## src/rtl/mem_lsu_pkg.sv

```systemverilog
// Shared encodings for the MEM-stage load/store unit.
// Ops, error codes, FSM states and the alignment check.
package mem_lsu_pkg;

  typedef enum logic [2:0] {
    OP_LW  = 3'd0,
    OP_LH  = 3'd1,
    OP_LHU = 3'd2,
    OP_LB  = 3'd3,
    OP_LBU = 3'd4,
    OP_SW  = 3'd5,
    OP_SH  = 3'd6,
    OP_SB  = 3'd7
  } op_e;

  typedef enum logic [1:0] {
    ERR_OK      = 2'd0,
    ERR_ALIGN   = 2'd1,
    ERR_RANGE   = 2'd2,
    ERR_TIMEOUT = 2'd3
  } err_e;

  typedef enum logic [1:0] {
    S_IDLE = 2'd0,
    S_REQ  = 2'd1,
    S_RESP = 2'd2
  } state_e;

  function automatic logic misaligned(
    input op_e        o,
    input logic [1:0] a
  );
    logic m;
    m = 1'b0;
    unique case (1'b1)
      (o == OP_LW || o == OP_SW): m = (a != 2'b00);
      (o == OP_LH || o == OP_LHU ||
       o == OP_SH):               m = a[0];
      default:                    m = 1'b0;
    endcase
    return m;
  endfunction

endpackage

```

## src/rtl/mem_lsu_if.sv

```systemverilog
// Data-memory word port between the LSU (master)
// and the memory (slave).
interface mem_lsu_if;
  logic        mem_req;
  logic        mem_we;
  logic [3:0]  mem_be;
  logic [31:0] mem_addr;
  logic [31:0] mem_wdata;
  logic        mem_ack;
  logic [31:0] mem_rdata;

  modport master (
    output mem_req, mem_we, mem_be,
    output mem_addr, mem_wdata,
    input  mem_ack, mem_rdata
  );

  modport slave (
    input  mem_req, mem_we, mem_be,
    input  mem_addr, mem_wdata,
    output mem_ack, mem_rdata
  );
endinterface

```

## src/rtl/mem_lsu_lane.sv

```systemverilog
// Byte-lane steering: store enables/replication and
// load extraction with sign/zero extension.
module lsu_lane
  import mem_lsu_pkg::*;
(
  input  op_e         op,
  input  logic [1:0]  lane,
  input  logic [31:0] wdata,
  input  logic [31:0] rword,
  output logic [3:0]  be,
  output logic [31:0] wrep,
  output logic [31:0] ldata
);

  logic [7:0]  rb;
  logic [15:0] rh;

  assign rb = 8'(rword >> {lane, 3'b000});
  assign rh = lane[1] ? rword[31:16] : rword[15:0];

  always_comb begin
    be    = 4'b1111;
    wrep  = wdata;
    ldata = rword;
    unique case (1'b1)
      (op == OP_SH): begin
        be   = 4'b0011 << lane;
        wrep = {2{wdata[15:0]}};
      end
      (op == OP_SB): begin
        be   = 4'b0001 << lane;
        wrep = {4{wdata[7:0]}};
      end
      (op == OP_LH):  ldata = {{16{rh[15]}}, rh};
      (op == OP_LHU): ldata = {16'h0, rh};
      (op == OP_LB):  ldata = {{24{rb[7]}}, rb};
      (op == OP_LBU): ldata = {24'h0, rb};
      default: ;
    endcase
  end

endmodule

```

## src/rtl/mem_lsu.sv

```systemverilog
// MEM-stage load/store initiator with req/ack memory port.
// Define MEM_LSU_TRACE_EN to print completed stores.
module mem_lsu
  import mem_lsu_pkg::*;
#(
  parameter int DM_WORDS = 3072,
  parameter int TIMEOUT  = 255
) (
  input  logic        clk,
  input  logic        reset,
  input  logic        in_valid,
  output logic        in_ready,
  input  logic [2:0]  op,
  input  logic [31:0] addr,
  input  logic [31:0] wdata,
  input  logic [31:0] pc,
  output logic        out_valid,
  output logic [31:0] rdata,
  output logic [1:0]  err,
  mem_lsu_if.master   mem
);

  localparam logic [31:0] DM_BYTES = 32'(4 * DM_WORDS);
  localparam logic [7:0]  CNT_LAST = 8'(TIMEOUT - 1);

  state_e      state_q, state_d;
  op_e         op_q, op_d;
  logic [31:0] addr_q, addr_d;
  logic [31:0] wdata_q, wdata_d;
  logic [31:0] rdata_q, rdata_d;
  err_e        err_q, err_d;
  logic [7:0]  cnt_q, cnt_d;

  logic [3:0]  be;
  logic [31:0] wrep;
  logic [31:0] ldata;
  logic        in_req;
  logic        is_st;

  lsu_lane u_lane (
    .op    (op_q),
    .lane  (addr_q[1:0]),
    .wdata (wdata_q),
    .rword (mem.mem_rdata),
    .be    (be),
    .wrep  (wrep),
    .ldata (ldata)
  );

  assign in_req = (state_q == S_REQ);
  assign is_st  = (op_q >= OP_SW);

  always_comb begin
    state_d = state_q;
    op_d    = op_q;
    addr_d  = addr_q;
    wdata_d = wdata_q;
    rdata_d = rdata_q;
    err_d   = err_q;
    cnt_d   = cnt_q;
    unique case (state_q)
      S_IDLE: begin
        if (in_valid) begin
          op_d    = op_e'(op);
          addr_d  = addr;
          wdata_d = wdata;
          rdata_d = '0;
          cnt_d   = '0;
          if (misaligned(op_e'(op), addr[1:0])) begin
            err_d   = ERR_ALIGN;
            state_d = S_RESP;
          end else if (addr >= DM_BYTES) begin
            err_d   = ERR_RANGE;
            state_d = S_RESP;
          end else begin
            err_d   = ERR_OK;
            state_d = S_REQ;
          end
        end
      end
      S_REQ: begin
        if (mem.mem_ack) begin
          rdata_d = is_st ? '0 : ldata;
          state_d = S_RESP;
        end else if (cnt_q == CNT_LAST) begin
          err_d   = ERR_TIMEOUT;
          rdata_d = '0;
          state_d = S_RESP;
        end else begin
          cnt_d = cnt_q + 8'd1;
        end
      end
      S_RESP: begin
        cnt_d   = '0;
        state_d = S_IDLE;
      end
      default: state_d = S_IDLE;
    endcase
  end

  always_ff @(posedge clk) begin
    if (reset) begin
      state_q <= S_IDLE;
      op_q    <= OP_LW;
      addr_q  <= '0;
      wdata_q <= '0;
      rdata_q <= '0;
      err_q   <= ERR_OK;
      cnt_q   <= '0;
    end else begin
      state_q <= state_d;
      op_q    <= op_d;
      addr_q  <= addr_d;
      wdata_q <= wdata_d;
      rdata_q <= rdata_d;
      err_q   <= err_d;
      cnt_q   <= cnt_d;
    end
  end

  assign in_ready  = (state_q == S_IDLE);
  assign out_valid = (state_q == S_RESP);
  assign rdata     = out_valid ? rdata_q : '0;
  assign err       = out_valid ? err_q : ERR_OK;

  assign mem.mem_req   = in_req;
  assign mem.mem_we    = in_req && is_st;
  assign mem.mem_be    = in_req ? be : 4'b0000;
  assign mem.mem_addr  = in_req ? {addr_q[31:2], 2'b00} : '0;
  assign mem.mem_wdata = in_req ? wrep : '0;

`ifdef MEM_LSU_TRACE_EN
  logic [31:0] pc_q, pc_d;
  logic [31:0] word_q, word_d;
  logic [31:0] mask;
  logic [31:0] merged;

  always_comb begin
    pc_d   = pc_q;
    word_d = word_q;
    if (state_q == S_IDLE && in_valid) pc_d = pc;
    if (in_req && mem.mem_ack) word_d = mem.mem_rdata;
    mask   = {{8{be[3]}}, {8{be[2]}},
              {8{be[1]}}, {8{be[0]}}};
    merged = (wrep & mask) | (word_q & ~mask);
  end

  always_ff @(posedge clk) begin
    if (reset) begin
      pc_q   <= '0;
      word_q <= '0;
    end else begin
      pc_q   <= pc_d;
      word_q <= word_d;
      if (out_valid && is_st && err_q == ERR_OK)
        $display("%0t@%h: *%h <= %h", $time, pc_q,
                 {addr_q[31:2], 2'b00}, merged);
    end
  end
`else
  logic unused_pc;
  assign unused_pc = ^pc;
`endif

endmodule

```

## src/flat_wrapper.sv

```systemverilog
// flat-port wrapper written by rule: the top's interface ports become plain ports
module mem_lsu_flat import mem_lsu_pkg::*;
#(
  parameter int DM_WORDS = 3072,
  parameter int TIMEOUT  = 255
)
  (clk, reset, in_valid, in_ready, op, addr, wdata, pc, out_valid, rdata, err, mem_mem_req, mem_mem_we, mem_mem_be, mem_mem_addr, mem_mem_wdata, mem_mem_ack, mem_mem_rdata);
  mem_lsu_if mem_i ();
  input  logic clk;
  input  logic reset;
  input  logic in_valid;
  output logic in_ready;
  input  logic [2:0] op;
  input  logic [31:0] addr;
  input  logic [31:0] wdata;
  input  logic [31:0] pc;
  output logic out_valid;
  output logic [31:0] rdata;
  output logic [1:0] err;
  output wire logic [$bits(mem_i.mem_req)-1:0] mem_mem_req;
  output wire logic [$bits(mem_i.mem_we)-1:0] mem_mem_we;
  output wire logic [$bits(mem_i.mem_be)-1:0] mem_mem_be;
  output wire logic [$bits(mem_i.mem_addr)-1:0] mem_mem_addr;
  output wire logic [$bits(mem_i.mem_wdata)-1:0] mem_mem_wdata;
  input wire logic [$bits(mem_i.mem_ack)-1:0] mem_mem_ack;
  input wire logic [$bits(mem_i.mem_rdata)-1:0] mem_mem_rdata;
  assign mem_mem_req = mem_i.mem_req;
  assign mem_mem_we = mem_i.mem_we;
  assign mem_mem_be = mem_i.mem_be;
  assign mem_mem_addr = mem_i.mem_addr;
  assign mem_mem_wdata = mem_i.mem_wdata;
  assign mem_i.mem_ack = mem_mem_ack;
  assign mem_i.mem_rdata = mem_mem_rdata;
  mem_lsu #(.DM_WORDS(DM_WORDS), .TIMEOUT(TIMEOUT)) u_core (.clk(clk), .reset(reset), .in_valid(in_valid), .in_ready(in_ready), .op(op), .addr(addr), .wdata(wdata), .pc(pc), .out_valid(out_valid), .rdata(rdata), .err(err), .mem(mem_i));
endmodule
```

## config.mk

```make
export PLATFORM = sky130hd
export DESIGN_NAME = mem_lsu_flat
export DESIGN_NICKNAME = d
export VERILOG_FILES = /design/src/rtl/mem_lsu_pkg.sv /design/src/rtl/mem_lsu_if.sv /design/src/rtl/mem_lsu_lane.sv /design/src/rtl/mem_lsu.sv /design/src/flat_wrapper.sv
export SDC_FILE = /design/constraint.sdc
export NUM_CORES = 1
export LEC_CHECK = 0
export CAP_MARGIN = 20
export CORE_UTILIZATION = 43
export CTS_CLUSTER_SIZE = 10
export DETAILED_ROUTE_END_ITERATION = 7
export HOLD_SLACK_MARGIN = 0.05
export PLACE_DENSITY = 0.88
export SLEW_MARGIN = 20
export SYNTH_ARGS = -nofsm -noshare
export SYNTH_HDL_FRONTEND = slang
export SYNTH_SLANG_ARGS = --single-unit
export TNS_END_PERCENT = 10
```

## constraint.sdc

```tcl
create_clock -name clk -period 2.4 [get_ports clk]
set_input_delay 0.48 -clock clk [delete_from_list [all_inputs] [get_ports clk]]
set_output_delay 0.48 -clock clk [all_outputs]
set_load 0.02 [all_outputs]
```

==> impl_results.md <==
* Status: finished, final reports clean
* Buffer depth of the longest clock path at 2
* Clock tree from TritonCTS: yes
* Multiplexer fraction of the synthesized cell area at 3.537%
* Cell type contributing the most total cell area after synthesis: sky130_fd_sc_hd__dfxtp_1
* Total negative setup slack at 0 ns
* Clock Latency Late Sink at 0.36 ns
* Final Slew Violations at 0
* Number of cell rows at 41
* Slowest CP cell: sky130_fd_sc_hd__clkdlybuf4s50_1
* Library cell used as clock root buffer: sky130_fd_sc_hd__clkbuf_16
* Final period demand of the worst path at between 2 and 2.5 ns
* Kind of critical path: reg2out
* Slew of the pin with the lowest slew margin at ~0.77 ns
* Worst slew margin at 48.81%
* FILL cells at between 1000 and 1500
* Instance area after placement at 8036 um^2
* Yosys warns at 0
* Final Setup Violations at 0
* Synth unique cells at 60
* Endpoint kind of the worst setup timing path: output port
* Cell types with the largest area share after synthesis: sky130_fd_sc_hd__dfxtp_1 39%, sky130_fd_sc_hd__nand2_1 11%, sky130_fd_sc_hd__a21oi_1 10%
* Number of vias per cell after detailed routing at 5.444
* Worst Path Required at 1.92 ns
* Routed len/inst at roughly 16 um
* Leakage power at about 0.0038 uW
* Global router's overall resource usage at about a quarter
* Ratio of cells with drive above 1 in the final layout at roughly 8.1%
* Ys async rst share at 0%
* Mean instance size in the synthesized netlist at about 7.6 um^2
* Yosys top cell area share at between 30% and 40%
* Final worst-path cycle share at 96.57%
* Biggest cell delay along the critical path at slightly below 0.6 ns
* Area occupied by multi-input gates at around 3300 um^2
* Number of antenna violations at the first check in global routing at 0
* Number of CTS-inserted buffers at 9
* Achievable clock frequency at approximately 430 MHz
* Total power consumption of the routed design at 4116 uW
* Effective utilization at floorplan at roughly 45%
* Layout-stage area growth over the synthesis result at 44.18%
* CTS sink count at 111
* Fin. Hold Viols at 0
* Antenna diode count at 0
* Total internal power at 3074 uW
* Count of H-tree levels built during CTS at 3
* Cells after synthesis at between 700 and 800
* Reg power frac at 47.6%
* Count of state elements after synthesis at 111
* Initial DRT Pass Iterations at 5
* Number of global-route vias before repair at ~5700
* Most used flip-flop cell after synthesis: sky130_fd_sc_hd__dfxtp_1
* Comb power frac at roughly 15%
* Global-route wire length before repair at 28880 um
* Basic-gate share of the synthesized area counting and, or, nand and nor cells at 28.69%
* Peak supply drop at ~0.28 mV
* Post-Route Skew at 0.007135 ns
* Seq/Total Area, Yosys at between 30% and 40%
* Ports placed on the boundary at around 240
* Remaining global-route overflow at 0
* Crit-path max FO at 34
* Xor and xnor fraction of the mapped netlist area at less than 1%
* Total die area at 13880 um^2
* Power per cell area at between 400 and 500 nW/um^2
* Area fraction in compound gates after synthesis at 23.24%
* Proportion of total power due to net switching at between 20 and 30%
* Remaining number of nets flagged by the antenna check after routing at 0
* Core Footprint at around 13000 um^2
* Die X-Extent at roughly 120 um
* DRC Markers at 0
* Crit path arrival time at 1.84 ns
* Synthesized-area fraction occupied by adder cells at less than 1%
* Overall via count from detail_route at 6075
* Maximum Capacitance Violations at 0
* Detail Placement HPWL at 12380 um
* Initial DRC Count at approximately 420
* Number of synthesized flops with an enable pin at 0
* Port bufs at 206
* Register area at about 2200 um^2
* Type of the tightest min-delay check: reg2reg
* Sequence of cells on the critical path: nor2b_2 > buf_12 > and2_1 > clkdlybuf4s50_1
* Cell area after layout at roughly 8300 um^2
* Post-Syn Area at approximately 5800 um^2
* Net switching power of the design at around 1000 uW
* Clock group share of total power at between 30% and 40%
* Combinational family with the most area after synthesis: simple AND/OR/NAND/NOR gates
* Total number of nets in the final design at 1077
* Chip height at 117.8 um
* Critical Path Start Type: flop
* Placer congestion estimate at 0.8316
* Total wire length after detailed routing at ~18000 um
* Maximum number of pins on one net before global-route repair at 73
* RSZ-0062 raised after global routing: true
* Clk pin slew, worst setup/hold paths at around 0.070 ns
[logic make-up (layout without fill, tap and decap cells)]
logic type      after synthesis  count (layout)
fa+ha+maj                     2               2
buf+inv                      67             251
other cells                   1               2
flops                       111             111
mux                          19              19
xor+xnor                      2               2
compound gates              209             209
simple gates                348             348
[cells in the final DEF (no fill, tap or decap), types with 4 or more instances in the layout]
master / netlist / final
sky130_fd_sc_hd__a211o_1: 6 / 6
sky130_fd_sc_hd__a211oi_1: 14 / 14
sky130_fd_sc_hd__a21oi_1: 115 / 115
sky130_fd_sc_hd__a22oi_1: 7 / 7
sky130_fd_sc_hd__and2_1: 77 / 76
sky130_fd_sc_hd__and3_1: 4 / 4
sky130_fd_sc_hd__buf_12: 0 / 7
sky130_fd_sc_hd__buf_4: 4 / 17
sky130_fd_sc_hd__clkbuf_16: 0 / 9
sky130_fd_sc_hd__clkbuf_2: 0 / 8
sky130_fd_sc_hd__clkdlybuf4s50_1: 0 / 107
sky130_fd_sc_hd__dfxtp_1: 111 / 111
sky130_fd_sc_hd__dlygate4sd2_1: 0 / 56
sky130_fd_sc_hd__dlymetal6s2s_1: 0 / 32
sky130_fd_sc_hd__inv_1: 4 / 4
sky130_fd_sc_hd__mux2i_1: 17 / 17
sky130_fd_sc_hd__nand2_1: 168 / 166
sky130_fd_sc_hd__nand2b_1: 6 / 6
sky130_fd_sc_hd__nand3_1: 15 / 15
sky130_fd_sc_hd__nand4_1: 4 / 4
sky130_fd_sc_hd__nor2_1: 39 / 39
sky130_fd_sc_hd__nor3_1: 4 / 4
sky130_fd_sc_hd__o21ai_0: 7 / 7
sky130_fd_sc_hd__o21ai_1: 17 / 17
sky130_fd_sc_hd__o2bb2ai_1: 19 / 19
sky130_fd_sc_hd__or2_2: 7 / 7
sky130_fd_sc_hd__or3_1: 5 / 5
[power groups by stage]
stage	clock, uW	sequential [uW]	combinational [uW]
3_5_place_dp	0	2000	612
2_1_floorplan	0	1980	322
6_report	1540	1960	620
4_1_cts	1570	1960	617
5_1_grt	1640	1970	679
3_3_place_gp	0	2000	600
[metrics by stage]
| stage | cells | worst slack, ns | hold slack (ns) | util (%) |
|---|---|---|---|---|
| finish | 1116 | 0.08243 | 0.4507 | 64.82 |
| global route | 1116 | -0.03303 | 0.4731 | 64.82 |
| CTS | 1116 | 0.003250 | 0.4520 | 64.41 |
| detailed placement | 1101 | -0.04385 | 0.4397 | 62.66 |
| global placement | 1101 | 0.002198 | 0.4369 | 62.66 |
| floorplan | 760 | 0.1660 | 0.4242 | - |
[path summary, 6_finish.rpt]
kind              slack, ns                 end               from  cells past startpoint
setup / recovery       0.08           rdata[16]  u_core.state_q[1]                      4
hold / removal         0.45   u_core.addr_q[30]  u_core.addr_q[30]                      2
setup reg to reg       0.30  u_core.rdata_q[27]   u_core.addr_q[1]                      6
hold reg to reg        0.45   u_core.addr_q[30]  u_core.addr_q[30]                      2
[synthesized netlist by cell type (all sizes together) (2+ instances only)]
| cell | number |
|---|---|
| mux2i | 18 |
| o2bb2ai | 22 |
| nand3 | 15 |
| a21boi | 2 |
| a22oi | 7 |
| a211oi | 14 |
| dfxtp | 111 |
| and2 | 77 |
| buf | 23 |
| or3 | 5 |
| inv | 6 |
| a221o | 3 |
| nor3 | 4 |
| nand4 | 4 |
| o22ai | 2 |
| clkbuf | 38 |
| ha | 2 |
| a211o | 6 |
| nor4 | 3 |
| nand2 | 169 |
| or4 | 2 |
| nor2 | 40 |
| nor2b | 4 |
| o21ai | 26 |
| xnor2 | 2 |
| or2 | 10 |
| a21oi | 116 |
| nand2b | 6 |
| nand3b | 3 |
| and3 | 4 |
[layout make-up]
class                      instances  area share, %
multi-input combinational        582          39.21
timing repair buffer             230          27.60
sequential                       111          26.73
clock buffer                      12          3.085
tap                              172          2.589
clock inverter                     3         0.5117
inverter                           6         0.2709
[registers in the layout, indices dropped and copies added (netlist names)]
register / cells
u_core.state_q: 2
u_core.rdata_q: 32
u_core.err_q: 2
u_core.wdata_q: 32
u_core.addr_q: 32
u_core.cnt_q: 8
u_core.op_q: 3
[timing repair]
action	4_1_cts	5_1_grt
cloned	0	0
endpoints found under the setup margin	99	42
hold buffers	0	0
buffers inserted	0	0
gates resized for setup	69	50
pin swaps	0	0
[critical path: cells and delay by family (launching register included)]
| kind | cells | cell delay [ns] |
|---|---|---|
| buffers and inverters | 2 | 0.79 |
| and+or+nand+nor | 2 | 0.36 |
| DFF | 1 | 0.34 |
[metal layers]
metal,global-route usage [%],vias to the layer above,part of all wire (%)
met1,31.49,2842,42
met2,43.09,253,49
met5,0,-,0
li1,-,2946,-
met3,5.572,34,7.0
met4,10.66,0,2.3
Note: power is estimated with default switching activity, not from simulation.
